<file path="config.mk">
export PLATFORM = sky130hd
export DESIGN_NAME = shift_unit_arbiter
export DESIGN_NICKNAME = d
export VERILOG_FILES = /design/src/rtl/shift_unit_arbiter.sv
export SDC_FILE = /design/constraint.sdc
export NUM_CORES = 1
export LEC_CHECK = 0
export ABC_AREA = 1
export CAP_MARGIN = 0
export CORE_MARGIN = 3
export CORE_UTILIZATION = 36
export CTS_BUF_LIST = sky130_fd_sc_hd__clkbuf_4
export DETAILED_ROUTE_END_ITERATION = 7
export GPL_ROUTABILITY_DRIVEN = 1
export PLACE_DENSITY_LB_ADDON = 0.12
export SLEW_MARGIN = 20
export SYNTH_ARGS = -nofsm -noshare
export SYNTH_HDL_FRONTEND = slang
export SYNTH_SLANG_ARGS = --single-unit
</file>
<file path="constraint.sdc">
create_clock -name clk -period 3.4 [get_ports clk]
set_input_delay 0.68 -clock clk [delete_from_list [all_inputs] [get_ports clk]]
set_output_delay 0.68 -clock clk [all_outputs]
set_load 0.005 [all_outputs]
</file>
<file path="src/rtl/shift_unit_arbiter.sv">
// Round-robin sharing of one SRL/SRA shifter between two requesters; one op in flight; result after SHIFT_LAT+1 cycles.
// Response is held until the owner's ready; SHIFT_ARB_ZERO_BYPASS_EN returns zero-amount shifts one cycle after accept.
module shift_unit_arbiter #(
    parameter int SHIFT_LAT = 1
) (
    input  logic        clk,
    input  logic        rst,
    input  logic        req0_valid,
    output logic        req0_ready,
    input  logic [31:0] req0_a,
    input  logic [31:0] req0_b,
    input  logic        req0_arith,
    input  logic        req1_valid,
    output logic        req1_ready,
    input  logic [31:0] req1_a,
    input  logic [31:0] req1_b,
    input  logic        req1_arith,
    output logic        resp0_valid,
    input  logic        resp0_ready,
    output logic        resp1_valid,
    input  logic        resp1_ready,
    output logic [31:0] resp_data,
    output logic [31:0] sh_a,
    output logic [31:0] sh_b,
    output logic        sh_sel,
    input  logic [31:0] sh_d
);

    typedef enum logic [1:0] {IDLE, EXEC, RESP} state_t;

    typedef struct packed {
        logic [31:0] a;
        logic [4:0]  amt;
        logic        arith;
    } op_t;

    state_t      state;
    logic        owner;
    logic        last_grant;
    logic [3:0]  cnt;
    logic [4:0]  sh_amt;
    logic        grant0;
    logic        grant1;
    op_t         sel_op;
    logic        unused_b_hi;

    // Port 0 wins a tie when port 1 was granted last, and vice versa.
    always_comb begin
        grant0 = req0_valid & (~req1_valid | last_grant);
        grant1 = req1_valid & (~req0_valid | ~last_grant);
        sel_op = '0;
        if (grant1) begin
            sel_op.a     = req1_a;
            sel_op.amt   = req1_b[4:0];
            sel_op.arith = req1_arith;
        end else begin
            sel_op.a     = req0_a;
            sel_op.amt   = req0_b[4:0];
            sel_op.arith = req0_arith;
        end
    end

    assign req0_ready  = ~rst & (state == IDLE) & grant0;
    assign req1_ready  = ~rst & (state == IDLE) & grant1;
    assign resp0_valid = (state == RESP) & ~owner;
    assign resp1_valid = (state == RESP) & owner;
    assign sh_b        = {27'd0, sh_amt};
    assign unused_b_hi = ^{req0_b[31:5], req1_b[31:5]};

    always_ff @(posedge clk or posedge rst) begin
        if (rst) begin
            state      <= IDLE;
            owner      <= 1'b0;
            last_grant <= 1'b1;
            cnt        <= '0;
            resp_data  <= '0;
            sh_a       <= '0;
            sh_amt     <= '0;
            sh_sel     <= 1'b0;
        end else begin
            case (state)
                IDLE: begin
                    if (grant0 | grant1) begin
                        owner      <= grant1;
                        last_grant <= grant1;
                        sh_a       <= sel_op.a;
                        sh_amt     <= sel_op.amt;
                        sh_sel     <= sel_op.arith;
                        cnt        <= 4'(SHIFT_LAT - 1);
`ifdef SHIFT_ARB_ZERO_BYPASS_EN
                        if (sel_op.amt == 5'd0) begin
                            resp_data <= sel_op.a;
                            state     <= RESP;
                        end else begin
                            state     <= EXEC;
                        end
`else
                        state      <= EXEC;
`endif
                    end
                end
                EXEC: begin
                    if (cnt == 4'd0) begin
                        resp_data <= sh_d;
                        state     <= RESP;
                    end else begin
                        cnt <= cnt - 4'd1;
                    end
                end
                RESP: begin
                    if (owner ? resp1_ready : resp0_ready) begin
                        state <= IDLE;
                    end
                end
                default: state <= IDLE;
            endcase
        end
    end

endmodule

</file>
======== Word level (Yosys, flattened, before mapping) ========
Cells that the tools add are included.
storage, ports and cells
  logic and storage cells ................. 46
  memories ................................ 0
  ROM bits ................................ 0
  bits in registers ....................... 78
  bits in writable memories ............... 0
  input port bits ......................... 168
  bits in latches ......................... 0
operators by class
  equal/unequal tests ..................... 6
  $mul .................................... 0
  $add $sub $neg .......................... 1
  reduce and logical (&&, ||, !) cells .... 7
  bitwise logic cells ..................... 15
  $lt $le $gt $ge ......................... 0
  shift-type cells ........................ 0
  div/mod/pow operators ................... 0
  mux-type cells .......................... 9
operators by type and width
  kind                                                                      count
  38-bit 2-to-1 mux                                                         1
  4-bit 2-to-1 mux                                                          2
  4-bit case mux with 2 select lines                                        1
  1-bit bitwise AND                                                         7
  2-bit 2-to-1 mux                                                          3
  2-bit case mux with 3 select lines                                        1
  3-bit AND reduction                                                       2
  1-bit NOT                                                                 5
  4-bit zero test                                                           1
  2-bit by 1-bit inequality test with 1-bit output (second input constant)  2
  2-bit inequality test (second input constant)                             2
  2-bit AND reduction                                                       2
  4-bit by 1-bit subtractor with 4-bit output (second input constant)       1
  1-bit bitwise OR                                                          3
  2-bit by 1-bit == test with 1-bit output (second input constant)          1
  2-bit == test (second input constant)                                     1
  2-bit zero test                                                           1
  2-bit nonzero test                                                        1
  1-bit 2-to-1 mux                                                          1

======== Logic depth before layout (Yosys ltp) ========
Gate-level depths: netlist of the first run.
  depth after elaboration ................. 6
  gate-level depth with buffers ........... 9
  mapped depth without buffers ............ 7

======== Least setup slack after synthesis of the first run ========
No wires, ideal clock.
  path type ............................... input-to-output
  start ................................... input req0_valid
  end ..................................... output req1_ready
  stages on the path ...................... 4
  path buffers ............................ 1
  data arrival time ....................... 1.149 ns
  setup slack ............................. 1.571 ns
  cells stage by stage .................... nand2_1 > nand2_2 > buf_2 > nor3_1
between the ends
  word-level cells in the longest chain between the ends .. 4
ends and longest elaborated chain
  what               line  text
  start, declared    8     input logic req0_valid,
  1-bit NOT          50    grant1 = req1_valid & (~req0_valid | ~last_grant);
  1-bit bitwise OR   50
  1-bit bitwise AND  50
  1-bit bitwise AND  64    assign req1_ready = ~rst & (state == IDLE) & grant1;
  end, declared      14    output logic req1_ready,
Every way passes these cells.

======== Worst setup path after layout of the first run ========
  start ................................... input req0_valid
  end ..................................... output req0_ready
between the ends
  word-level cells in the longest chain between the ends .. 2
ends and longest elaborated chain
  what               line  text
  1-bit bitwise AND  49    grant0 = req0_valid & (~req1_valid | last_grant);
  1-bit bitwise AND  63    assign req0_ready = ~rst & (state == IDLE) & grant0;
  end, declared      9     output logic req0_ready,
Every way passes these cells.

==> metrics.txt, run 1 <==
Synth Warn # 0; area delta synth->final 51.14%; hold depth 2; synth unique cells 21; Final setup viols 0; Mapped Area 3856 um^2; post-layout minimum cycle time 2651 ps; fillers 989; DRC Markers 0; Mapped Avg Cell Area 7.576 um^2; Num CTS Buffers 9; n_diodes 0; DP Worst Slack 733.8 ps; port buffer count 187; io pins 269; Design Area, Final 5828 um^2; Worst Path Arrival 1970 ps; largest net degree at the start of global routing 44; Starting Density 0.3719; CP Capture Type output pin; crit-path max FO 3; final worst setup slack 749.4 ps; worst slew pin tran 743.6 ps; final sum of negative setup slack 0 ps; Post-DP Area 5665 um^2; post-CTS setup buffers 0; VDD IR max 361.2 uV; Clock Pin Slew Worst Setup and Hold Paths 130 ps; first-pass GRT wire length 15480 um; Synth Area in Adders 0.006489; area taken by multi-input logic gates 1461 um^2; initial antenna violation count 0; Root Buffer clkbuf_4; Max Cap Violations 0; CP max stage delay 550 ps; die area 11990 um^2; Reg2Reg Depth 6; post-synthesis compound-gate area fraction 0.04932; CTS max path bufs 2; row cnt 37; mux cell area share after synthesis 0; Tot GR Track Use 0.1629; TritonCTS clock tree done; Nets 857; Register Area 1953 um^2; Leak 2.998 nW; WP data required 2720 ps; Worst Skew 22.39 ps; power per cell area 750.0 nW/um^2; Post-CTS Resized 0; wire per inst 11.78 um; total power 4.371 mW; Max Slew Vio Count 0; simple-gate share of the synthesized area 0.2946; die width 109.5 um; status finished, final reports clean; initial DRC count 152; CP startpoint kind primary input; worst setup path class primary input to output pin; final WL 9752 um; largest family of logic cells by synthesized area simple AND/OR/NAND/NOR gates; DR vias/cell 4.170; post-synthesis xor/xnor area fraction 0.002271; min-delay worst type flip-flop to flip-flop; Post-CTS Hold Buffers 0; Post-DP HPWL 7134 um; vias in the first global route 3305; register area share after synthesis 0.5065; DR pass1 iterations 4; register bit total from synthesis 78; worst skew pair latency 410 ps; critical-path cell list clkdlybuf4s50_1 > o21ai_0 > nor3_1 > clkdlybuf4s50_1; Slowest cell on crit path clkdlybuf4s50_1; Vias 3453; Die H 109.5 um; routability congestion estimate 0.7579; share of layout cells above drive strength 1 0.04480; ANT nets after route 0; most frequent cell on the critical path clkdlybuf4s50_1; Fmax 0.3773 GHz; Rel. slew slack 0.5037; # clock sinks 78; period utilisation layout 0.7796; Hold Violations, Final 0; core box area 10370 um^2; GR Overflow Total 0; RSZ-0062 raised after global routing false; post-synthesis cell count 509; H-tree levels 3
-- critical path: cells and delay by family --
family	cells	cell delay [ps]
AOI/OAI and AO/OA	1	90
buffers and inverters	2	1050
and+or+nand+nor	1	150
-- synthesized netlist by cell type (all sizes together) --
master / number / share of area
nor2: 7 / 0.0075
nor3: 2 / 0.0026
or2: 1 / 0.0016
a21oi: 1 / 0.0013
dfstp: 1 / 0.0068
ha: 2 / 0.0065
nand3: 7 / 0.010
inv: 44 / 0.043
nand2: 278 / 0.27
conb: 1 / 0.00097
o21ai: 37 / 0.048
xnor2: 1 / 0.0023
dfrtp: 77 / 0.50
buf: 50 / 0.097
-- area by class of cell --
cell class | count | share of cell area
sequential | 78 | 0.3351
timing repair buffer | 191 | 0.3285
multi-input combinational | 363 | 0.2508
tap | 136 | 0.02920
inverter | 44 | 0.02855
clock inverter | 7 | 0.01632
clock buffer | 9 | 0.01159
-- worst paths after layout --
kind                       slack [ps]                        end                   start
hold reg to reg                   480     last_grant$_DFFE_PP1P_  last_grant$_DFFE_PP1P_
hold / removal                    480     last_grant$_DFFE_PP1P_  last_grant$_DFFE_PP1P_
min in group asynchronous         700   resp_data[2]$_DFFE_PP0P_                     rst
max in group asynchronous        2010     last_grant$_DFFE_PP1P_                     rst
setup reg to reg                 1350  resp_data[11]$_DFFE_PP0P_      cnt[0]$_DFFE_PP0P_
setup / recovery                  750                 req0_ready              req0_valid
-- placed cells by master (no fill, tap or decap), drive strengths merged --
master and n:
nand3 7, clkdlybuf4s50 187, buf 4, clkbuf 9, or2 1, inv 45
nor2 7, nand2 278, dfrtp 77, nor3 2, dfstp 1, a21oi 1
xnor2 1, bufinv 2, ha 2, conb 27, clkinv 4, o21ai 37
-- sequential cells by signal, summed over array words and instances (netlist names) --
register,cells
last_grant,1
state,2
sh_a,32
cnt,4
resp_data,32
sh_sel,1
sh_amt,5
owner,1
-- cells by family (layout without fill, tap and decap cells) --
| kind of cell | Yosys count | after routing |
|---|---|---|
| AO/OA/AOI/OAI | 38 | 38 |
| XOR/XNOR | 1 | 1 |
| adder cells (fa/ha/maj) | 2 | 2 |
| AND/OR/NAND/NOR | 295 | 295 |
| buffers and inverters | 94 | 251 |
| flip-flops | 78 | 78 |
| other | 1 | 27 |
-- power by group --
part	leakage, nW	internal [mW]	switching [mW]
Clock	0.0883	0.301	0.327
Sequential	0.967	1.38	0.237
Combinational	1.94	1.14	0.993
-- per-stage QoR --
step,util,cells,hold slack (ps)
global route,0.5620,828,508.8
detailed placement,0.5463,812,463.4
floorplan,-,535,448.5
finish,0.5620,828,480.6
CTS,0.5620,828,485.2
global placement,0.5463,812,458.6
-- routing by layer --
| metal | part of all wire | track usage | vias up |
|---|---|---|---|
| met5 | 0 | 0 | - |
| met4 | 0.0087 | 0.05076 | 0 |
| met3 | 0.094 | 0.05285 | 8 |
| met2 | 0.49 | 0.2720 | 114 |
| met1 | 0.41 | 0.2001 | 1507 |
| li1 | - | - | 1824 |
(Power assumes the default switching activity.)
==> inputs of run 2 (changes only) <==
--- a/config.mk
+++ b/config.mk
@@ -8,7 +8,7 @@
 export ABC_AREA = 1
 export CAP_MARGIN = 0
 export CORE_MARGIN = 3
-export CORE_UTILIZATION = 36
+export CORE_UTILIZATION = 33
 export CTS_BUF_LIST = sky130_fd_sc_hd__clkbuf_4
 export DETAILED_ROUTE_END_ITERATION = 7
 export GPL_ROUTABILITY_DRIVEN = 1
==> constraint.sdc (replaced) <==
create_clock -name clk -period 2.14 [get_ports clk]
set_input_delay 0.428 -clock clk [delete_from_list [all_inputs] [get_ports clk]]
set_output_delay 0.428 -clock clk [all_outputs]
set_load 0.005 [all_outputs]
==> metrics.txt, run 2 (synthesized netlist as in run 1, its figures left out) <==
P_sw 2.465 mW; ANT nets after route 0; DRC Markers 0; wire per inst 11.70 um; Post-DP HPWL 7433 um; routability congestion estimate 0.7683; most frequent cells in the layout nand2_1 (275), clkdlybuf4s50_1 (183), dfrtp_1 (77); WP data required 1710 ps; Die H 114.1 um; port buffer count 187; CTS max path bufs 2; Rel. slew slack 0.5698; area delta synth->final 53.50%; RSZ-0062 raised after global routing false; Hold Violations, Final 0; # clock sinks 78; Worst Path Arrival 1540 ps; Num CTS Buffers 9; vias in the first global route 3507; power per cell area 1191 nW/um^2; first-pass GRT wire length 16030 um; Clock Pin Slew Worst Setup and Hold Paths 120 ps; fillers 1077; Switching Share 0.3497; min-delay worst type primary input to async pin; Vias 3587; Design Area, Final 5919 um^2; post-layout minimum cycle time 1973 ps; crit-path max FO 3; status finished, final reports clean; sequential share of power 0.365; TritonCTS clock tree done; worst setup path class flip-flop to output pin; worst skew pair latency 410 ps; Starting Density 0.3466; non-filler cells, final 839; n_diodes 0; initial DRC count 151; Max Cap Violations 0; row cnt 38; Fmax 0.5069 GHz; io pins 269; DR pass1 iterations 4; Internal Power 4.583 mW; placed insts 821; CP Capture Type output pin; Final setup viols 0; Clock Power Share 0.138; share of layout cells above drive strength 1 0.05436; die area 13020 um^2; fin util 0.5321; period utilisation layout 0.9219; Max Slew Vio Count 0; initial antenna violation count 0; DR vias/cell 4.275; combinational share of power 0.497; total power 7.048 mW; worst slew pin tran 644.4 ps; die width 114.1 um; CP startpoint kind flip-flop; Register Area 1953 um^2; most common cell after layout, fill and taps aside nand2_1; GR Overflow Total 0; largest net degree at the start of global routing 49; core box area 11130 um^2; VDD IR max 579.2 uV; top flop regs resp_data: 32 flops, sh_a: 32 flops, sh_amt: 5 flops; area taken by multi-input logic gates 1466 um^2; Leak 3.064 nW; Root Buffer clkbuf_4; Post-DP Area 5748 um^2; final sum of negative setup slack 0 ps; Nets 864; Worst Skew 9.795 ps; final WL 9820 um; H-tree levels 3; Tot GR Track Use 0.1528
-- run 2: cell count changes in the layout (fill, tap and decap cells not counted) --
cell | previous run | this run
nor2_4 | 0 | 1
buf_4 | 3 | 7
clkinvlp_4 | 0 | 1
dlygate4sd2_1 | 0 | 4
buf_12 | 1 | 4
nor2_2 | 1 | 0
inv_6 | 2 | 0
clkdlybuf4s50_1 | 187 | 183
clkbuf_4 | 9 | 11
clkinv_4 | 1 | 0
-- run 2: layer usage --
layer,GRT usage,share of wire
met1,0.1780,0.41
met2,0.2592,0.48
met3,0.06025,0.10
met4,0.04751,0.010
met5,0,0
-- run 2: final timing paths --
kind	slack (ps)	start	endpoint	cells past startpoint
setup / recovery	170	state[0]$_DFFE_PP0P_	resp1_valid	3
hold / removal	420	rst	sh_amt[0]$_DFFE_PP0P_	3
hold reg to reg	480	sh_a[25]$_DFFE_PP0P_	sh_a[25]$_DFFE_PP0P_	2
max in group asynchronous	1210	rst	last_grant$_DFFE_PP1P_	4
setup reg to reg	530	cnt[0]$_DFFE_PP0P_	resp_data[17]$_DFFE_PP0P_	6
min in group clk	480	sh_a[25]$_DFFE_PP0P_	sh_a[25]$_DFFE_PP0P_	2
-- run 2: critical path: stages, from the launching register on --
cell and delay, ps:
dfrtp_1 440, or2_2 330, nor2_1 90, dlygate4sd2_1 260
-- run 2: timing repair --
| action | CTS | global route |
|---|---|---|
| setup buffers | 2 | 0 |
| resized for setup | 5 | 0 |
| hold endpoints to repair | 0 | 0 |
| hold buffers | 0 | 0 |
| endpoints found under the setup margin | 4 | 0 |
-- run 2: cell type report --
cell class,count,share of cell area
Timing Repair Buffer,198,0.3378
Sequential cell,78,0.3300
Multi-Input combinational cell,363,0.2477
Tap cell,140,0.02959
Inverter,44,0.02854
Clock buffer,11,0.01395
Clock inverter,5,0.01247
-- run 2: power by group through the flow --
| stage | Clock (mW) | Combinational (mW) | Sequential (mW) |
|---|---|---|---|
| 2_1_floorplan | 0 | 1.68 | 2.63 |
| 3_3_place_gp | 0 | 3.48 | 2.58 |
| 3_5_place_dp | 0 | 3.54 | 2.59 |
| 4_1_cts | 1.02 | 3.58 | 2.58 |
| 5_1_grt | 1.09 | 3.94 | 2.68 |
| 6_report | 0.975 | 3.50 | 2.57 |
-- run 2: per-stage QoR --
step | setup WS, ps | hold WS (ps)
floorplan | 808.4 | 448.5
global placement | 15.60 | 460.7
detailed placement | 30.31 | 463.5
CTS | 122.0 | 388.5
global route | 56.92 | 396.8
finish | 167.1 | 420.1
==> inputs of run 3 (changes only) <==
--- a/config.mk
+++ b/config.mk
@@ -7,9 +7,10 @@
 export LEC_CHECK = 0
 export ABC_AREA = 1
 export CAP_MARGIN = 0
-export CORE_MARGIN = 3
+export CORE_MARGIN = 5
 export CORE_UTILIZATION = 33
 export CTS_BUF_LIST = sky130_fd_sc_hd__clkbuf_4
+export CTS_CLUSTER_SIZE = 12
 export DETAILED_ROUTE_END_ITERATION = 7
 export GPL_ROUTABILITY_DRIVEN = 1
 export PLACE_DENSITY_LB_ADDON = 0.12
==> metrics.txt, run 3 (synthesized netlist as in run 1, its figures left out) <==
status finished, final reports clean; final sum of negative setup slack 0 ps; RSZ-0062 raised after global routing false; Num CTS Buffers 9; CP Capture Type output pin; period utilisation layout 0.9188; final WL 10030 um; WP data required 1710 ps; CTS max path bufs 2; Register Area 1953 um^2; # clock sinks 78; Vias 3512; routability congestion estimate 0.7670; Root Buffer clkbuf_4; post-CTS setup buffers 0; final worst setup slack 173.8 ps; Switching Share 0.3473; DR pass1 iterations 4; Final setup viols 0; Internal Power 4.687 mW; die width 118.1 um; Worst Skew 20.09 ps; Clock Power Share 0.159; Clock Pin Slew Worst Setup and Hold Paths 140 ps; largest net degree at the start of global routing 79; Fmax 0.5086 GHz; Post-DP Area 5732 um^2; DP Worst Slack 11.53 ps; GR Overflow Total 0; non-filler cells, final 839; Worst setup startpoint state[1]$_DFFE_PP0P_; top flop regs resp_data: 32 flops, sh_a: 32 flops, sh_amt: 5 flops; Worst R2R Start cnt[0]$_DFFE_PP0P_; placed insts 823; DRC Markers 0; io pins 269; Design Area, Final 5921 um^2; CP startpoint kind flip-flop; crit-path max FO 3; worst skew pair latency 420 ps; initial DRC count 121; area taken by multi-input logic gates 1466 um^2; share of layout cells above drive strength 1 0.05172; min-delay worst type flip-flop to flip-flop; post-layout minimum cycle time 1966 ps; n_diodes 0; H-tree levels 3; P_sw 2.494 mW; Starting Density 0.3377; ANT nets after route 0; Tot GR Track Use 0.1447; Hold Violations, Final 0; area delta synth->final 53.54%; Post-CTS Resized 5; sequential share of power 0.359; Max Cap Violations 0; fin util 0.5185; die area 13950 um^2; Nets 861; worst slew pin tran 621.0 ps; fillers 1136; TritonCTS clock tree done; vias in the first global route 3505; core box area 11420 um^2; row cnt 39; Max Slew Vio Count 0; Worst Path Arrival 1540 ps; Rel. slew slack 0.5854; power per cell area 1213 nW/um^2; first-pass GRT wire length 16910 um; total power 7.181 mW; Post-DP HPWL 7561 um; Leak 3.052 nW; combinational share of power 0.482; Hold Worst Slack 489.3 ps; DR vias/cell 4.186; most frequent cells in the layout nand2_1 (275), clkdlybuf4s50_1 (183), dfrtp_1 (77); initial antenna violation count 0; wire per inst 11.95 um; Post-CTS Hold Buffers 0; most common cell after layout, fill and taps aside nand2_1; port buffer count 187; VDD IR max 567.3 uV; hold path start sh_a[7]$_DFFE_PP0P_; worst setup path class flip-flop to output pin; Die H 118.1 um
==> run 3: changes by cell type in the layout (fill, tap and decap cells not counted), sizes merged <==
cell,before,now
clkinv,3,0
buf,11,8
inv,43,44
bufinv,2,3
clkinvlp,1,2
==> run 3: worst paths after layout <==
path	depth (start not counted)	slack, ps	end
max	4	170	resp0_valid
max in group asynchronous	4	1220	last_grant$_DFFE_PP1P_
max reg2reg	6	430	resp_data[7]$_DFFE_PP0P_
min reg2reg	2	490	sh_a[7]$_DFFE_PP0P_
min in group asynchronous	4	600	sh_a[1]$_DFFE_PP0P_
min	2	490	sh_a[7]$_DFFE_PP0P_
==> run 3: layout make-up <==
class                           instances  area share
Sequential cell                        78      0.3299
Inverter                               44     0.02853
Clock buffer                           11     0.01395
Timing Repair Buffer                  195      0.3318
Clock inverter                          5     0.01796
Multi-Input combinational cell        363      0.2477
Tap cell                              143     0.03022
==> run 3: critical path, stage by stage, from the launching register on <==
cell and delay [ps]:
dfrtp_1 430, inv_2 50, or2_2 290, nor2_1 90, dlygate4sd2_1 250
==> run 3: routing by layer <==
layer | wire [um] | GRT usage | vias up
met4 | 146 | 0.04803 | 0
met5 | 0 | 0 | -
met2 | 4604 | 0.2300 | 133
met1 | 4235 | 0.1788 | 1534
li1 | - | - | 1833
met3 | 1044 | 0.05911 | 12
==> run 3: power by group through the flow <==
stage          clock network (mW)  logic, mW  registers (mW)
2_1_floorplan                   0       1.68            2.63
3_3_place_gp                    0       3.49            2.57
3_5_place_dp                    0       3.54            2.59
4_1_cts                      1.19       3.54            2.58
5_1_grt                      1.25       3.92            2.67
6_report                     1.14       3.46            2.58
==> RTL edit 1: new RTL, settings of run 3 <==
Make the reset (`rst`) synchronous in one clocked block.
--- a/src/rtl/shift_unit_arbiter.sv
+++ b/src/rtl/shift_unit_arbiter.sv
@@ -67,7 +67,7 @@
     assign sh_b        = {27'd0, sh_amt};
     assign unused_b_hi = ^{req0_b[31:5], req1_b[31:5]};
 
-    always_ff @(posedge clk or posedge rst) begin
+    always_ff @(posedge clk) begin
         if (rst) begin
             state      <= IDLE;
             owner      <= 1'b0;
Formal check against the unedited RTL: differs if rst is asserted again (counterexample within 4 cycles, from zero or initial values and one cycle with rst high); with rst held inactive, the same outputs for 10 cycles.
==> RTL edit 1 against run 3 <==
  * Largest power group unchanged
  * Synthesized area fell by 6.3%
  * Largest cell class unchanged
  * Critical path type unchanged
  * First-iteration DRC count rose by 50%
  * Routed wire length rose by 16%
  * Clock skew fell by 0.0026 ns
  * Combinational power fell by 7.2%
  * Die area fell by 5.8%
  * Clock power rose by 11%
  * Setup slack got worse by 0.064 ns
  * Global-route usage rose by 2.8 points
  * Sequential cell count did not move
  * Design area fell by 3.3%
  * Synthesized cell count rose by 3.9%
  * Power fell by 5.0%
==> RTL edit 1: results (changes against run 3) <==
status finished, final reports clean (unchanged); Lkg Pwr 2.58 nW (was 3.05 nW); Synth Area in Compound Gates 0.115 (was 0.0493); cell count after placement 840 (was 823); Reg area 0.00156 mm2 (was 0.00195 mm2); Cell variety after synth 24 (was 21); wl on met1 5150 um (was 4240 um); Clk pwr share 0.185 (was 0.159); fin area 0.00573 mm2 (was 0.00592 mm2); XOR/XNOR share of the synthesized area 0 (was 0.00227); first-pass GRT wire length 18400 um (was 16900 um); Worst setup startpoint state[1] (unchanged); clock skew 0.0174 ns (was 0.0201 ns); worst r2r path cells 7 (was 6); Slew headroom 0.607 (was 0.585); dpl ws -0.00599 ns (was 0.0115 ns); met3 WL 1160 um (was 1040 um); non-clk buf share 0.352 (was 0.332); dpl cell area 0.00551 mm2 (was 0.00573 mm2); data arrival time of the critical path 1.60 ns (was 1.54 ns); CP Capture Point resp1_valid (was resp0_valid); met2 WL 5180 um (was 4600 um); Post-synth top flop dfxtp_1 (was dfrtp_1); largest cells by area after synthesis dfxtp_1 43%, nor2_1 16%, nand2_1 14% (was dfrtp_1 50%, nand2_1 27%, buf_4 6.2%); Non-Clock Buffer Count 203 (was 195); GR Util met3 0.0566 (was 0.0591); Async S/R FF share, synth 0 (was 1.00); Sw Share 0.353 (was 0.347); clk_buf instances 9 (was 11); filler cell count 1069 (was 1136); Max VDD drop 0.549 mV (was 0.567 mV); fraction of final layout cells with drive strength greater than 1 0.0753 (was 0.0517); Synth Area per Inst 6.83 um2 (was 7.58 um2); pin count of the biggest net entering global routing 49 (was 79); Seq/Total Area, Yosys 0.432 (was 0.506); P_seq 2.35 mW (was 2.58 mW); nets 882 (was 861); all-layer global routing usage 0.172 (was 0.145); vias in the first global route 3702 (was 3505); post-synthesis adder-cell area fraction 0.00693 (was 0.00649); Routed WL 11700 um (was 10000 um); met2 usage 0.276 (was 0.230); #MultiIn Comb 401 (was 363); invs w/o clock 19 (was 44); Critical Path Slowest Stage Cell clkdlybuf4s50_1 (was dfrtp_1); Worst R2R Setup Slack 0.57 ns (was 0.43 ns); Hold Path Origin owner (was sh_a[7]); CP Max Fanout 2 (was 3); fraction of area in multi-input gates 0.295 (was 0.248); Layout Cells excl Fill 857 (was 839); Synth top cells by count 150 x nor2_1, 130 x nand2_1, 78 x dfxtp_1 (was 275 x nand2_1, 77 x dfrtp_1, 40 x inv_1); Final Wtd Congestion 0.816 (was 0.767); worst r2r dst resp_data[13] (was resp_data[7])
RTL edit 1: cell count changes in the layout (fill, tap and decap cells not counted), moves of 2 or more:
cell / delta
nand2_1: -145
nor2_1: +143
dfrtp_1: -77
dfxtp_1: +77
o21ai_0: +40
inv_1: -25
o21ai_1: -14
buf_4: +9
o21ai_2: +9
a21oi_1: +3
clkbuf_4: -2
clkdlybuf4s50_1: +2
dlygate4sd2_1: -2
nor2_2: +2
RTL edit 1: through the flow:
| stage | hold WS, ns | setup TNS, ns |
|---|---|---|
| 2_1_floorplan | 0.465 | 0 |
| 3_3_place_gp | 0.478 | -0.0132 |
| 3_5_place_dp | 0.487 | -0.00599 |
| 4_1_cts | 0.508 | 0 |
| 5_1_grt | 0.527 | 0 |
| 6_report | 0.507 | 0 |
RTL edit 1: what timing repair did:
| item | in CTS | in global routing |
|---|---|---|
| buffers inserted | 1 | 0 |
| gates resized for setup | 3 | 1 |
| endpoints found under the setup margin | 4 | 2 |
| pin swaps | 1 | 0 |
| cloned | 0 | 0 |
==> RTL edit 2: new RTL, flow settings as in run 3 <==
Made on the original files. Build with the macro `SHIFT_ARB_ZERO_BYPASS_EN` defined.
--- a/src/rtl/shift_unit_arbiter.sv
+++ b/src/rtl/shift_unit_arbiter.sv
@@ -1,5 +1,7 @@
 // Round-robin sharing of one SRL/SRA shifter between two requesters; one op in flight; result after SHIFT_LAT+1 cycles.
 // Response is held until the owner's ready; SHIFT_ARB_ZERO_BYPASS_EN returns zero-amount shifts one cycle after accept.
+`define SHIFT_ARB_ZERO_BYPASS_EN
+
 module shift_unit_arbiter #(
     parameter int SHIFT_LAT = 1
 ) (
Behaviour: not the same (Yosys sat finds a counterexample within 4 cycles, from zero or initial values and one cycle with rst high).
==> RTL edit 2 against run 3 <==
  * Power rose by 20%
  * Synthesized area increased by 5.4%
  * Sequential cell count is the same
  * Setup slack got worse by 0.10 ns
  * Count of clock-buffer cells in the layout decreased by 1
  * Register-to-register slack got worse by 0.07 ns
  * Die area grew 4.9%
  * Clock skew up 0.0022 ns
  * Routed wire length grew 35%
  * Design area grew 7.3%
  * Synthesized cell count rose by 2.0%
  * Largest cell class unchanged
  * Highest routed layer unchanged
==> RTL edit 2: results (changes against run 3) <==
status finished, final reports clean (unchanged); Synth top cells by count 157 x nand2_1, 77 x dfrtp_1, 72 x nor2_1 (was 275 x nand2_1, 77 x dfrtp_1, 40 x inv_1); Gate Count Post-Synth 519 (was 509); dpl ws -0.130 ns (was 0.0115 ns); nets 881 (was 861); filler cell count 1209 (was 1136); drt pass-1 iters 5 (was 4); vias in the first global route 4206 (was 3505); pin count of the biggest net entering global routing 66 (was 79); first-pass GRT wire length 21400 um (was 16900 um); routed vias/inst 4.75 (was 4.19); fraction of final layout cells with drive strength greater than 1 0.0754 (was 0.0517); Cell variety after synth 24 (was 21); Sw Share 0.391 (was 0.347); clock skew 0.0223 ns (was 0.0201 ns); Routed WL 13500 um (was 10000 um); Seq/Total Area, Yosys 0.481 (was 0.506); Final HPWL DP 9900 um (was 7560 um); data arrival time of the critical path 1.64 ns (was 1.54 ns); worst r2r path cells 9 (was 6); Max VDD drop 0.592 mV (was 0.567 mV); cell count after placement 864 (was 823); Final Wtd Congestion 0.754 (was 0.767); DRT iter0 DRCs 171 (was 121); largest cells by area after synthesis dfrtp_1 47%, nand2_1 15%, a31oi_1 10% (was dfrtp_1 50%, nand2_1 27%, buf_4 6.2%); all-layer global routing usage 0.183 (was 0.145); CP Max Fanout 5 (was 3); slew at the pin with the worst max-slew slack 0.514 ns (was 0.621 ns)
[RTL edit 2: what timing repair did]
| item | CTS | global route |
|---|---|---|
| pin swaps | 1 | 0 |
| endpoints found under the setup margin | 4 | 2 |
| gates resized for setup | 7 | 2 |
| buffers inserted | 3 | 1 |
| hold endpoints to repair | 0 | 0 |
[RTL edit 2: worst paths after layout]
path                              startpoint  slack (ns)      endpoint
min in group asynchronous                rst        0.58        sh_sel
worst min register to register  resp_data[0]        0.48  resp_data[0]
worst max register to register    last_grant        0.36  resp_data[1]
worst max-delay path                state[0]        0.07    req0_ready
worst min-delay path            resp_data[0]        0.48  resp_data[0]
max in group asynchronous                rst        1.06       sh_a[2]
[RTL edit 2: cell type report]
cell class | instances | area share
clock buffer | 10 | 0.0118
multi-input combinational | 389 | 0.280
sequential | 78 | 0.307
timing repair buffer | 213 | 0.343
clock inverter | 6 | 0.0120
tap | 168 | 0.0331
inverter | 20 | 0.0124
[RTL edit 2: through the flow]
stage	utilization	hold slack, ns
after global placement	0.510	0.453
after floorplan	-	0.465
final	0.527	0.482
after detailed placement	0.510	0.458
after global routing	0.527	0.498
after CTS	0.526	0.488
[RTL edit 2: critical path, stage by stage (launching register included)]
cell	delay [ns]
dfrtp_1	0.44
buf_4	0.15
nor2_2	0.12
inv_2	0.09
nor3_2	0.17
dlygate4sd2_1	0.26
[RTL edit 2: per-layer routing]
layer  track usage  part of all wire  vias up  wire length (um)
met1         0.227              0.42     1977              5750
met2         0.300              0.47      152              6370
met4        0.0722             0.021        0               280
met3        0.0522             0.085       19              1150
met5             0                 0        -                 0
li1              -                 -     2050                 -
[RTL edit 2: cell families (layout without fill, tap and decap cells)]
logic type / Yosys count / after routing / share of synthesized area
and+or+nand+nor: 279 / 279 / 0.278
AOI/OAI and AO/OA: 81 / 81 / 0.123
DFF: 78 / 78 / 0.481
buffers and inverters: 78 / 249 / 0.111
adders and majority gates: 2 / 2 / 0.00616
other: 1 / 27 / 0.000923
[RTL edit 2: power groups by stage]
| stage | combinational [mW] | sequential (mW) | clock, mW |
|---|---|---|---|
| after CTS | 5.10 | 2.60 | 1.04 |
| after detailed placement | 5.03 | 2.64 | 0 |
| after global placement | 4.95 | 2.61 | 0 |
| after floorplan | 2.41 | 2.68 | 0 |
| final | 5.02 | 2.60 | 0.998 |
| after global routing | 5.57 | 2.69 | 1.08 |
